--- config.mk ---
export PLATFORM = sky130hd
export DESIGN_NAME = clock_set_controller
export DESIGN_NICKNAME = d
export VERILOG_FILES = /design/src/rtl/clock_set_pkg.sv /design/src/rtl/btn_repeat.sv /design/src/rtl/clock_set_controller.sv
export SDC_FILE = /design/constraint.sdc
export NUM_CORES = 1
export LEC_CHECK = 0
export ABC_AREA = 1
export BUFFER_PORTS_ARGS = -buffer_cell sky130_fd_sc_hd__buf_2
export CAP_MARGIN = 20
export CORE_MARGIN = 1.5
export CORE_UTILIZATION = 40
export CTS_BUF_LIST = sky130_fd_sc_hd__clkbuf_4
export DETAILED_ROUTE_END_ITERATION = 10
export MAX_ROUTING_LAYER = met4
export PLACE_DENSITY = 0.61
export SETUP_SLACK_MARGIN = 0.05
export SYNTH_ARGS = -nofsm -noshare
export SYNTH_HDL_FRONTEND = slang
export SYNTH_SLANG_ARGS = --single-unit
--- constraint.sdc ---
create_clock -name clk -period 2.5 [get_ports clk]
set_clock_uncertainty 0.15 [all_clocks]
set_input_delay 0.125 -clock clk [delete_from_list [all_inputs] [get_ports clk]]
set_output_delay 0.125 -clock clk [all_outputs]
set_load 0.005 [all_outputs]
--- src/rtl/clock_set_pkg.sv ---
// clock_set_pkg: set-mode states, default timing constants and state sequencing
package clock_set_pkg;
    typedef enum logic [2:0] {RUN, SET_CUR_H, SET_CUR_M, SET_ALM_H, SET_ALM_M} set_state_e;
    localparam int HOLD_MS_DEF = 500;
    localparam int REPEAT_MS_DEF = 150;
    localparam int TIMEOUT_MS_DEF = 10000;
    localparam int BLINK_MS_DEF = 250;
    function automatic set_state_e next_state(input set_state_e s);
        return s == SET_ALM_M ? RUN : set_state_e'(s + 3'd1);
    endfunction
endpackage

--- src/rtl/btn_repeat.sv ---
// btn_repeat: rising-edge pulse with press-and-hold auto-repeat, disarmed until release after a clear
module btn_repeat #(
    parameter int HOLD = 500,
    parameter int REPEAT = 150
) (
    input  logic clk,
    input  logic reset,
    input  logic tick_ms,
    input  logic level,
    input  logic enable,
    input  logic clear,
    output logic pulse,
    output logic activity
);
    localparam int W = $clog2((HOLD > REPEAT ? HOLD : REPEAT) + 1);
    localparam logic [W-1:0] HOLD_LAST = W'(HOLD - 1);
    localparam logic [W-1:0] REPEAT_LAST = W'(REPEAT - 1);
    logic prev, armed, rep, hit;
    logic [W-1:0] cnt;
    always_comb begin
        activity = enable & level & armed;
        hit = tick_ms & (cnt == (rep ? REPEAT_LAST : HOLD_LAST));
    end
    always_ff @(posedge clk) begin
        if (reset) begin
            prev <= 1'b0;
            armed <= 1'b1;
            rep <= 1'b0;
            cnt <= '0;
            pulse <= 1'b0;
        end else begin
            prev <= level;
            armed <= ~level | (armed & ~clear);
            pulse <= activity & ~clear & ((level & ~prev) | hit);
            if (~activity | clear) begin
                cnt <= '0;
                rep <= 1'b0;
            end else if (hit) begin
                cnt <= '0;
                rep <= 1'b1;
            end else if (tick_ms) begin
                cnt <= cnt + W'(1);
            end
        end
    end
endmodule

--- src/rtl/clock_set_controller.sv ---
// clock_set_controller: front-panel set-mode sequencer with INC auto-repeat, idle timeout and blink
module clock_set_controller
    import clock_set_pkg::*;
#(
    parameter int HOLD_MS = HOLD_MS_DEF,
    parameter int REPEAT_MS = REPEAT_MS_DEF,
    parameter int TIMEOUT_MS = TIMEOUT_MS_DEF,
    parameter int BLINK_MS = BLINK_MS_DEF
) (
    input  logic clk,
    input  logic reset,
    input  logic tick_ms,
    input  logic btn_mode,
    input  logic btn_inc,
    output logic mode_setcurrent,
    output logic mode_setalarm,
    output logic sel_hour,
    output logic inc_pulse,
    output logic blink
);
    localparam int IW = $clog2(TIMEOUT_MS + 1);
    localparam int BW = $clog2(BLINK_MS + 1);
    localparam logic [IW-1:0] IDLE_LAST = IW'(TIMEOUT_MS - 1);
    localparam logic [BW-1:0] BLINK_LAST = BW'(BLINK_MS - 1);
    set_state_e state, state_d;
    logic mode_prev, mode_rise, in_set, timeout, chg, activity;
    logic [IW-1:0] idle;
    logic [BW-1:0] bcnt;
    btn_repeat #(.HOLD(HOLD_MS), .REPEAT(REPEAT_MS)) u_inc (
        .clk(clk),
        .reset(reset),
        .tick_ms(tick_ms),
        .level(btn_inc),
        .enable(in_set),
        .clear(chg),
        .pulse(inc_pulse),
        .activity(activity)
    );
    always_comb begin
        mode_rise = btn_mode & ~mode_prev;
        in_set = state != RUN;
        timeout = in_set & tick_ms & ~mode_rise & ~activity & (idle == IDLE_LAST);
        chg = mode_rise | timeout;
        state_d = mode_rise ? next_state(state) : timeout ? RUN : state;
    end
    always_ff @(posedge clk) begin
        if (reset) begin
            state <= RUN;
            mode_prev <= 1'b0;
            idle <= '0;
            bcnt <= '0;
            blink <= 1'b0;
            mode_setcurrent <= 1'b0;
            mode_setalarm <= 1'b0;
            sel_hour <= 1'b0;
        end else begin
            state <= state_d;
            mode_prev <= btn_mode;
            mode_setcurrent <= state_d inside {SET_CUR_H, SET_CUR_M};
            mode_setalarm <= state_d inside {SET_ALM_H, SET_ALM_M};
            sel_hour <= state_d inside {SET_CUR_H, SET_ALM_H};
            idle <= (~in_set | chg | activity) ? '0 : idle + IW'(tick_ms);
            if (state_d == RUN || chg) begin
                bcnt <= '0;
                blink <= state_d != RUN;
            end else if (tick_ms) begin
                bcnt <= bcnt == BLINK_LAST ? '0 : bcnt + BW'(1);
                blink <= bcnt == BLINK_LAST ? ~blink : blink;
            end
        end
    end
endmodule

# == After elaboration in Yosys (flattened, before gate mapping) ==
# Cells that the tools add are included.
# word_totals
register_bits,43
out_inout_bits,5
# op_classes
n_reduce_logical,14
add_sub_neg,4
n_mux,8
bitwise_logic,26
n_eq_ne,8
# op_table
cell,count
$add 14x1->14,1
$eq 14x14->1 const B,1
$and 1x1->1,12
$reduce_bool 2->1,5
$add 9x1->9 const B,1
$eq 9x9->1,1
$mux 3,3
$mux 9,1
$add 8x1->8 const B,1
$eq 8x8->1 const B,1
$mux 8,1
$not 1->1,8
$eq 3x2->1 const B,2
$eq 3x3->1 const B,2
$or 1x1->1,6
$reduce_bool 3->1,2
$reduce_or 2->1,3
$add 3x1->3 const B,1
$eq 3x1->1 const B,1
$logic_not 3->1,1
$mux 1,3
$reduce_or 3->1,1
$reduce_and 2->1,1
$logic_or 1x1->1,1

# == Logic depth before layout (Yosys ltp) ==
# Gate-level depths: netlist of the first run.
# depth
depth_word,12
mapped_depth,13

# == Hierarchy ==
# A second synthesis of the first run with hierarchy kept.
# unflattened
cells_unflattened,291
hier_area_um2,2198.4
# by_module_without_submodules
mod,area_per_inst_um2,cells_each,n_inst
clock_set_controller,1550.2,208,1
btn_repeat,648.1,83,1

# == Worst setup path before layout of the first run ==
# OpenSTA, ideal clock, no wires.
# synth_timing
path_kind,reg2reg
start,reg state[0]
end,reg bcnt[5]
path_slack_ns,0.750
arrival_ns,1.486
stages_incl_launch_ff,13
setup_ns,0.115
t_required_ns,2.235
period_less_slack_ns,1.750
cell_sequence,dfxtp_1 inv_1 ha_1 nand2_4 nand2_1 nor2_2 nand3_2 nand2_4 nand2_4 nand2_2 nand3_4 nand2_4 nor2_1
# synth_between
elab_chain_cells,11
word_cells_on_any_way,17
# synth_lines
element,line,rtl
from (decl),clock_set_controller.sv:25,"set_state_e state, state_d;"
from (signal assigned),clock_set_controller.sv:57,state <= state_d;
$reduce_bool 3->1,clock_set_controller.sv:41,in_set = state != RUN;
$and 1x1->1 (2 in a row),btn_repeat.sv:21,activity = enable & level & armed;
$not 1->1,clock_set_controller.sv:42,timeout = in_set & tick_ms & ~mode_rise & ~activity & (idle == IDLE_LAST);
$and 1x1->1 (2 in a row),clock_set_controller.sv:42,
$mux 3 (2 in a row),clock_set_controller.sv:44,state_d = mode_rise ? next_state(state) : timeout ? RUN : state;
$logic_not 3->1,clock_set_controller.sv:63,if (state_d == RUN || chg) begin
$logic_or 1x1->1 (*),clock_set_controller.sv:63,
$reduce_or 2->1 (no line) (*),--,
to (signal assigned),clock_set_controller.sv:67,bcnt <= bcnt == BLINK_LAST ? '0 : bcnt + BW'(1);
to (decl),clock_set_controller.sv:28,logic [BW-1:0] bcnt;
# Mark *: on every way between the ends. The rest lies on a longest branch, timed or not.
# A chain may end at the register's enable or synchronous reset.

# == Worst setup path after layout of the first run ==
# layout_timing
start,in tick_ms
end,reg idle[10]
# layout_between
elab_chain_cells,8
word_cells_on_any_way,9
# layout_lines
element,line,rtl
from (decl),clock_set_controller.sv:12,"input logic tick_ms,"
$and 1x1->1 (4 in a row),clock_set_controller.sv:42,
$or 1x1->1,clock_set_controller.sv:43,chg = mode_rise | timeout;
$or 1x1->1 (2 in a row),clock_set_controller.sv:62,idle <= (~in_set | chg | activity) ? '0 : idle + IW'(tick_ms);
$reduce_or 2->1 (no line),--,
to (signal assigned),clock_set_controller.sv:62,
to (decl),clock_set_controller.sv:27,logic [IW-1:0] idle;
# Parallel ways exist; a longest one is shown, timed or not.

==> results of run 1 <==
-- registers in the layout (all words and copies together), names as in the netlist, 3 cells and up --
| register | count |
|---|---|
| state | 3 |
| idle | 14 |
| bcnt | 8 |
| u_inc.cnt | 9 |
-- kinds of logic after synthesis --
family / after synthesis / synth area share
AOI/OAI and AO/OA: 23 / 0.06625
adders and majority gates: 7 / 0.03930
xor gates and xnor gates: 11 / 0.04323
and+or+nand+nor: 152 / 0.3773
DFF: 43 / 0.3863
buffers and inverters: 48 / 0.08759
-- worst register-to-register path: stages, from the launching register on --
cell     delay, ns
dfxtp_1       0.35
ha_1          0.22
ha_1          0.18
nand2_1       0.06
nor2_1        0.16
inv_2         0.07
nor3_4        0.17
nand2_1       0.14
o21ai_0       0.14
nor3b_1       0.20
-- power breakdown --
| part | switching, mW | total, mW | internal (mW) |
|---|---|---|---|
| Clock | 0.241 | 0.452 | 0.211 |
| Combinational | 0.0743 | 0.119 | 0.0443 |
| Sequential | 0.00614 | 0.704 | 0.698 |
| Total | 0.322 | 1.27 | 0.953 |
-- cell type report --
| class | count | area, um2 |
|---|---|---|
| well taps | 70 | 87.58 |
| multi-input cells | 193 | 1172 |
| repair buffers | 15 | 105.1 |
| clock inverters | 3 | 43.79 |
| fillers | 548 | 2761 |
| inverters | 45 | 168.9 |
| clock buffers | 5 | 37.54 |
| flip-flops and latches | 43 | 860.8 |
-- worst max path at each step --
stage	slack, ns	cells past startpoint	to	from
6_report	0.41	11	idle[10]$_SDFF_PP0_	tick_ms
5_1_grt	0.25	11	idle[10]$_SDFF_PP0_	tick_ms
4_1_cts	0.39	11	idle[10]$_SDFF_PP0_	tick_ms
3_5_place_dp	0.52	10	idle[10]$_SDFF_PP0_	tick_ms
3_3_place_gp	0.57	10	idle[12]$_SDFF_PP0_	tick_ms
2_1_floorplan	0.75	12	bcnt[5]$_SDFFE_PP0P_	state[0]$_SDFF_PP0_
-- cell usage in the layout, fill, tap and decap left out, types with 9 or more instances in the layout --
master | synthesis | final
nor2_2 | 13 | 13
dfxtp_1 | 43 | 43
nand3_1 | 20 | 20
nor3_1 | 9 | 9
buf_2 | 0 | 9
inv_1 | 39 | 39
nor2_1 | 34 | 34
nand2_1 | 37 | 37
-- metal layers --
| layer | GRT usage | vias to the layer above | routed length [um] | part of all wire |
|---|---|---|---|---|
| met5 | - | - | 0 | 0 |
| met2 | 0.2391 | 13 | 1747 | 0.45 |
| met3 | 0.03529 | 2 | 75 | 0.019 |
| met1 | 0.1889 | 774 | 2018 | 0.52 |
| met4 | 0.04364 | 0 | 19 | 0.0049 |
| li1 | - | 944 | - | - |
-- what timing repair did --
item,CTS,global route
hold endpoints to repair,9,0
buffers inserted,0,0
hold buffers,6,0
==> flow_metrics.tcl, run 1 <==
set metrics [dict create \
    r2r_end "idle[10]$_SDFF_PP0_" \
    die_x_um 77.64 \
    critical_path_buf_inv_count 3 \
    setup_violations 0 \
    layout-drive-gt1-share 0.2171 \
    place_inst 360 \
    dr.pass1.iters 4 \
    via_count 1733 \
    min_period_ns 2.093 \
    rsz0062_at_grt "false" \
    place.detailed.hpwl_mm 2.938 \
    root_buffer "clkbuf_4" \
    cts.reportedPaths.clkPinSlew_ns 0.14 \
    maxCapViolations 0 \
    synth-seq-cells 43 \
    synth.most_common_cell "dfxtp_1" \
    p_leak_nw 0.9882 \
    whs_ns 0.3480 \
    path_cells "dlygate4sd3_1 -> buf_2 -> ha_1 -> ha_1 -> nand2_1 -> nor2_1 -> inv_2 -> nor3_4 -> nand2_1 -> o21ai_0 -> nor3b_1" \
    grt_pass1_vias 1677 \
    seq_area_frac_synth 0.3863 \
    end_kind "flop" \
    final_util 0.4728 \
    final_cells 374 \
    cts_tree "done" \
    clock_latency_ns 0.36 \
    cts_buffers 5 \
    cts.sinks 43 \
    initial_utilization 0.4255 \
    final_antenna_net_count 0 \
    synth_top_area_frac 0.3863 \
    drt-total-wl_mm 3.860 \
    crit_type "in -> reg" \
    min_to "idle[13]$_SDFF_PP0_" \
    grt_max_degree 15 \
    syn_to_final_growth_pct 11.12 \
    grt_overflow 0 \
    drc 0 \
    nets 315 \
    crit_slowest_cell "dlygate4sd3_1" \
    timing.final.crit_share 0.8372 \
    drv_slew 0 \
    synth_edf_count 0 \
    worst_r2r_path_depth 9 \
    hold_depth 2 \
    synth_area_um2 2228 \
    final_cell_area_um2 2476 \
    ir_drop_uv 299.2 \
    hold_viol 0 \
    antenna_found_initial 0 \
    io_pins 10 \
    start_kind "primary input" \
    ys_warn_count 0 \
    grt_pass1_wl_mm 7.224 \
    critical_path.top_delay_family "buffers and inverters" \
    synth.net_count 296 \
    hold_class "reg -> reg" \
    gp_congestion 0.8599 \
    fmaxAchievable_mhz 477.8 \
    netlist_top_cells_count "dfxtp_1 (43), inv_1 (39), nand2_1 (37)" \
    synth_area_leader_cell "dfxtp_1" \
    drt_iter0_markers 69 \
    antenna_cells 0 \
    fp.dieH_um 77.64 \
    slowest_delay_ns 0.51 \
    critPathArrivalTime_ns 2.22 \
    slew_headroom 0.7069 \
    fp.coreArea_um2 5238 \
    rrSetupSlack_ns 0.59 \
    yosysUniqueCellTypes 34 \
    worst_pin_slew_ns 0.4377 \
    ys_dominant_reg_cell "dfxtp_1" \
    crit_fanout 9 \
    async_flop_share 0 \
    avgRoutedWirePerCell_um 10.32 \
    groute.usage.overall 0.1501 \
    rr_startpoint "idle[0]$_SDFF_PP0_" \
    power_per_cell_area_nw_per_um2 514.8 \
    cts_resized 0 \
    yosys-top-cells-area "dfxtp_1 (39%), inv_1 (6.6%), nand2_1 (6.2%), nor2_1 (5.7%), nand3_1 (4.5%)" \
    power_mw 1.275 \
    cp.required_ns 2.63 \
    cts_max_level 2 \
    status "completed" \
    setup_tns_ns 0 \
    pre_cts_ws_ns 0.5231 \
    worstHoldStart "idle[13]$_SDFF_PP0_" \
    worst_slack_ns 0.4071 \
    row_count 26 \
    syn_avg_cell_area_um2 7.846 \
    port_buffers 9 \
    placed_area_um2 2335 \
    clockBufferDepth 2 \
    dieArea_um2 6028 \
    viasPerCell 4.634 \
    syn_inst 284 \
]
Power figures use the tool's default switching activity.
==> run 2: changes to the inputs <==
==> constraint.sdc (replaced) <==
create_clock -name clk -period 2.1 [get_ports clk]
set_clock_uncertainty 0.15 [all_clocks]
set_input_delay 0.105 -clock clk [delete_from_list [all_inputs] [get_ports clk]]
set_output_delay 0.105 -clock clk [all_outputs]
set_load 0.005 [all_outputs]
==> run 2 against run 1 <==
Via count increased by 1.4%. First-iteration DRC count increased by 54%. Non-clock buffer count increased by 4. Cell count increased by 0.80%. Global-route usage decreased by 0.31 points. Sequential power increased by 19%. Register-to-register slack got worse by 0.37 ns. Sequential share of layout area decreased by 0.088 points. Setup slack got worse by 0.25 ns. Critical endpoint is now idle[12]$_SDFF_PP0_. Largest power group unchanged.
==> flow_metrics.tcl, run 2 (synthesis gave the netlist of run 1 again) <==
set metrics [dict create \
    final_common_cell "dfxtp_1" \
    timing.final.crit_share 0.9233 \
    row_count 26 \
    layout-drive-gt1-share 0.2280 \
    hold_viol 0 \
    power_mw 1.361 \
    critPathArrivalTime_ns 2.08 \
    die_x_um 77.64 \
    dieArea_um2 6028 \
    port_buffers 9 \
    fp.coreArea_um2 5238 \
    final_cell_mix "dfxtp_1 (43), inv_1 (39), nand2_1 (37)" \
    drt_iter0_markers 106 \
    gp_congestion 0.8143 \
    drt-total-wl_mm 3.846 \
    fillers 514 \
    drc 0 \
    worst_pin_slew_ns 0.4445 \
    rsz0062_at_grt "false" \
    status "completed" \
    start_kind "primary input" \
    fmaxAchievable_mhz 515.8 \
    cts_tree "done" \
    drv_slew 0 \
    cp.required_ns 2.24 \
    cts_max_level 2 \
    place.detailed.hpwl_mm 2.861 \
    multi_input_area_um2 1177 \
    viasPerCell 4.660 \
    nets 319 \
    antenna_cells 0 \
    setup_violations 0 \
    slew_headroom 0.7014 \
    top_register "idle" \
    crit_type "in -> reg" \
    critical_path_buf_inv_count 3 \
    crit_slowest_cell "dlygate4sd3_1" \
    final_cells 377 \
    via_count 1757 \
    ir_drop_uv 334.5 \
    maxCapViolations 0 \
    place_inst 361 \
    syn_to_final_growth_pct 11.40 \
    fp.dieH_um 77.64 \
    crit_fanout 4 \
    dr.pass1.iters 4 \
    grt_overflow 0 \
    path_cells "dlygate4sd3_1 -> buf_6 -> ha_2 -> ha_1 -> nand2_1 -> nor2_2 -> inv_2 -> nor3_4 -> nand4_1 -> or2_1 -> a21oi_2" \
    critical_path.top_delay_family "simple AND/OR/NAND/NOR gates" \
    final_antenna_net_count 0 \
    min_period_ns 1.939 \
    grt_max_degree 15 \
    hold_class "reg -> reg" \
    setup_tns_ns 0 \
    cts_buffers 5 \
    initial_utilization 0.4255 \
    reg_top3 "idle (14), u_inc.cnt (9), bcnt (8)" \
    largest_register_ffs 14 \
    clockBufferDepth 2 \
    groute.usage.overall 0.1470 \
    avgRoutedWirePerCell_um 10.20 \
    p_leak_nw 0.9913 \
    slowest_delay_ns 0.54 \
    antenna_found_initial 0 \
    regArea_um2 860.8 \
    power_per_cell_area_nw_per_um2 548.1 \
    io_pins 10 \
    clock_latency_ns 0.34 \
    cts.reportedPaths.clkPinSlew_ns 0.12 \
    end_kind "flop" \
    grt_pass1_wl_mm 7.051 \
    grt_pass1_vias 1691 \
    root_buffer "clkbuf_4" \
    cts.sinks 43 \
]
==> run 2: worst register-to-register path, stage by stage, from the launching register on <==
cell     delay [ns]
dfxtp_1        0.34
ha_2           0.20
ha_1           0.17
nand2_1        0.08
nor2_2         0.14
inv_2          0.06
nor3_4         0.19
nand4_1        0.15
or2_1          0.24
a21oi_2        0.11
==> run 2: what timing repair did <==
item | 4_1_cts | 5_1_grt
endpoints found under the hold margin | 10 | 0
setup buffers | 0 | 3
setup endpoints to repair | 0 | 3
gates resized for setup | 0 | 5
hold buffers | 6 | 0
==> run 2: cell type report <==
type	instances	share of cell area
clock buffer	5	0.01512
clock inverter	2	0.003528
inverter	45	0.06804
multi-input combinational	193	0.4743
sequential	43	0.3468
tap	70	0.03528
timing repair buffer	19	0.05696
==> run 2: metrics by stage <==
step	area, um2	util	hold WS [ns]	setup WS, ns
after CTS	2449	0.4675	0.3496	0.07052
after detailed placement	2342	0.4472	0.1842	0.2015
after global placement	2342	0.4472	0.1718	0.2101
final	2482	0.4740	0.3473	0.1612
after global routing	2482	0.4740	0.3790	0.04171
after floorplan	2228	-	0.07987	0.3499
==> run 2: final timing paths <==
path,start,to,slack [ns],depth (start not counted)
worst max-delay path,tick_ms,idle[12]$_SDFF_PP0_,0.16,11
worst min register to register,idle[13]$_SDFF_PP0_,idle[13]$_SDFF_PP0_,0.35,2
worst min-delay path,idle[13]$_SDFF_PP0_,idle[13]$_SDFF_PP0_,0.35,2
worst max register to register,idle[0]$_SDFF_PP0_,idle[12]$_SDFF_PP0_,0.22,9
==> run 2: metal layers <==
metal	share of wire	track usage	vias to the layer above
li1	-	-	944
met1	0.50	0.1809	794
met2	0.46	0.2322	13
met3	0.028	0.03176	6
met4	0.0094	0.06182	0
met5	0	-	-
==> run 2: power by group <==
| group | switching [mW] | internal (mW) |
|---|---|---|
| registers | 0.00733 | 0.830 |
| clock network | 0.261 | 0.119 |
| logic | 0.0874 | 0.0553 |
==> run 3: changes to the inputs <==
--- a/config.mk
+++ b/config.mk
@@ -13,7 +13,6 @@
 export CTS_BUF_LIST = sky130_fd_sc_hd__clkbuf_4
 export DETAILED_ROUTE_END_ITERATION = 10
 export MAX_ROUTING_LAYER = met4
-export PLACE_DENSITY = 0.61
 export SETUP_SLACK_MARGIN = 0.05
 export SYNTH_ARGS = -nofsm -noshare
 export SYNTH_HDL_FRONTEND = slang
==> run 3 against run 2 <==
Non-clock buffer count increased by 7. Count of clock-buffer cells in the layout increased by 1. Total power increased by 3.1%. Cell count increased by 2.1%. Combinational power increased by 6%. Fmax increased by 2.5%. Sequential share of layout area decreased by 0.95 points. Sequential power about the same. First-iteration DRC count decreased by 15%. Wire length increased by 0.47%. Critical endpoint is now idle[7]$_SDFF_PP0_.
==> flow_metrics.tcl, run 3 (synthesis gave the netlist of run 1 again) <==
set metrics [dict create \
    ir_drop_uv 302.0 \
    final_util 0.4888 \
    final_common_cell "dfxtp_1" \
    fp.dieH_um 77.64 \
    initial_utilization 0.4255 \
    p_comb_frac 0.108 \
    whs_ns 0.3406 \
    setup_violations 0 \
    status "completed" \
    multi_input_area_um2 1192 \
    crit_top_cell "nand2_4" \
    p_int_mw 1.035 \
    power_frac_clock 0.293 \
    clockBufferDepth 2 \
    root_buffer "clkbuf_4" \
    final_antenna_net_count 0 \
    cts.sinks 43 \
    drt-total-wl_mm 3.864 \
    timing.final.crit_share 0.9004 \
    path_cells "inv_1 -> ha_1 -> nand2_4 -> nand2_1 -> nor2_2 -> nand3_2 -> nand2_4 -> nor2_8 -> nand3_4 -> buf_4 -> a21oi_2" \
    port_buffers 9 \
    fmaxAchievable_mhz 528.8 \
    maxCapViolations 0 \
    cts_buffers 5 \
    dr.pass1.iters 4 \
    grt_pass1_vias 1600 \
    power_frac_seq 0.598 \
    rsz0062_at_grt "true" \
    cts_max_level 2 \
    min_period_ns 1.891 \
    rr_startpoint "state[0]$_SDFF_PP0_" \
    hold_viol 0 \
    swShare 0.2616 \
    fillers 519 \
    pre_cts_ws_ns 0.1837 \
    p_leak_nw 1.024 \
    drv_slew 0 \
    row_count 26 \
    worst_pin_slew_ns 0.4519 \
    crit_fanout 13 \
    setup_tns_ns 0 \
    layout-drive-gt1-share 0.2603 \
    worstHoldStart "idle[13]$_SDFF_PP0_" \
    clock_latency_ns 0.35 \
    top_register "idle" \
    crit_slowest_cell "dfxtp_2" \
    critPathArrivalTime_ns 2.03 \
    cts_tree "done" \
    worst_slack_ns 0.2091 \
    drc 0 \
    cp.required_ns 2.24 \
    slew_headroom 0.6964 \
    end_kind "flop" \
    die_x_um 77.64 \
    crit_type "reg -> reg" \
    fp.coreArea_um2 5238 \
    viasPerCell 4.545 \
    power_per_cell_area_nw_per_um2 547.8 \
    final_cell_mix "dfxtp_1 (41), inv_1 (39), nand2_1 (37)" \
    antenna_found_initial 0 \
    antenna_cells 0 \
    place.detailed.hpwl_mm 2.830 \
    groute.usage.overall 0.1452 \
    cts.reportedPaths.clkPinSlew_ns 0.12 \
    dieArea_um2 6028 \
    slowest_delay_ns 0.35 \
    drt_iter0_markers 90 \
    via_count 1750 \
    critical_path_buf_inv_count 2 \
    grt_overflow 0 \
    largest_register_ffs 14 \
    nets 326 \
    start_kind "flop" \
    syn_to_final_growth_pct 14.88 \
    reg_top3 "idle (14), u_inc.cnt (9), bcnt (8)" \
    critPathLaunch "state[0]$_SDFF_PP0_" \
    io_pins 10 \
    p_switching_uw 366.9 \
    regArea_um2 863.3 \
    grt_pass1_wl_mm 6.886 \
    hold_class "reg -> reg" \
    grt_max_degree 15 \
    avgRoutedWirePerCell_um 10.04 \
    gp_congestion 0.7807 \
    critical_path.top_delay_family "simple AND/OR/NAND/NOR gates" \
]
run 3: per-stage QoR:
step	total power, mW	cells	instance area [um2]
after CTS	1.416	375	2460
after floorplan	0.9642	284	2228
after global routing	1.480	385	2560
final	1.402	385	2560
after global placement	0.9875	361	2342
after detailed placement	0.9886	361	2342
run 3: layout make-up:
cell class	instances	share of cell area
inverters	45	0.06598
flip-flops and latches	43	0.3372
well taps	70	0.03421
repair buffers	26	0.07429
clock buffers	6	0.01760
multi-input cells	193	0.4658
clock inverters	2	0.004888
run 3: power groups by stage:
| stage | registers (mW) | logic [mW] | clock network (mW) |
|---|---|---|---|
| floorplan | 0.856 | 0.108 | 0 |
| global placement | 0.857 | 0.131 | 0 |
| detailed placement | 0.856 | 0.132 | 0 |
| CTS | 0.838 | 0.141 | 0.436 |
| global route | 0.842 | 0.171 | 0.467 |
| finish | 0.839 | 0.152 | 0.412 |
run 3: timing repair:
action	in CTS	in global routing
setup buffers	0	10
hold buffers	6	0
endpoints found under the hold margin	12	0
resized for setup	0	8
setup endpoints to repair	0	13
run 3: worst register-to-register path, stage by stage (launching register included):
cell	delay [ns]
dfxtp_2	0.35
inv_1	0.07
ha_1	0.24
nand2_4	0.09
nand2_1	0.08
nor2_2	0.05
nand3_2	0.09
nand2_4	0.11
nor2_8	0.16
nand3_4	0.19
buf_4	0.19
a21oi_2	0.08
run 3: worst paths after layout:
check / endpoint / slack (ns) / cells after the start
setup reg to reg: idle[7]$_SDFF_PP0_ / 0.21 / 11
hold / removal: idle[13]$_SDFF_PP0_ / 0.34 / 2
hold reg to reg: idle[13]$_SDFF_PP0_ / 0.34 / 2
setup / recovery: idle[7]$_SDFF_PP0_ / 0.21 / 11
run 3: metal layers:
| layer | vias to the layer above | GRT usage | share of wire |
|---|---|---|---|
| met2 | 14 | 0.2217 | 0.45 |
| met5 | - | - | 0 |
| met1 | 763 | 0.1845 | 0.51 |
| li1 | 967 | - | - |
| met3 | 6 | 0.03294 | 0.024 |
| met4 | 0 | 0.06000 | 0.017 |
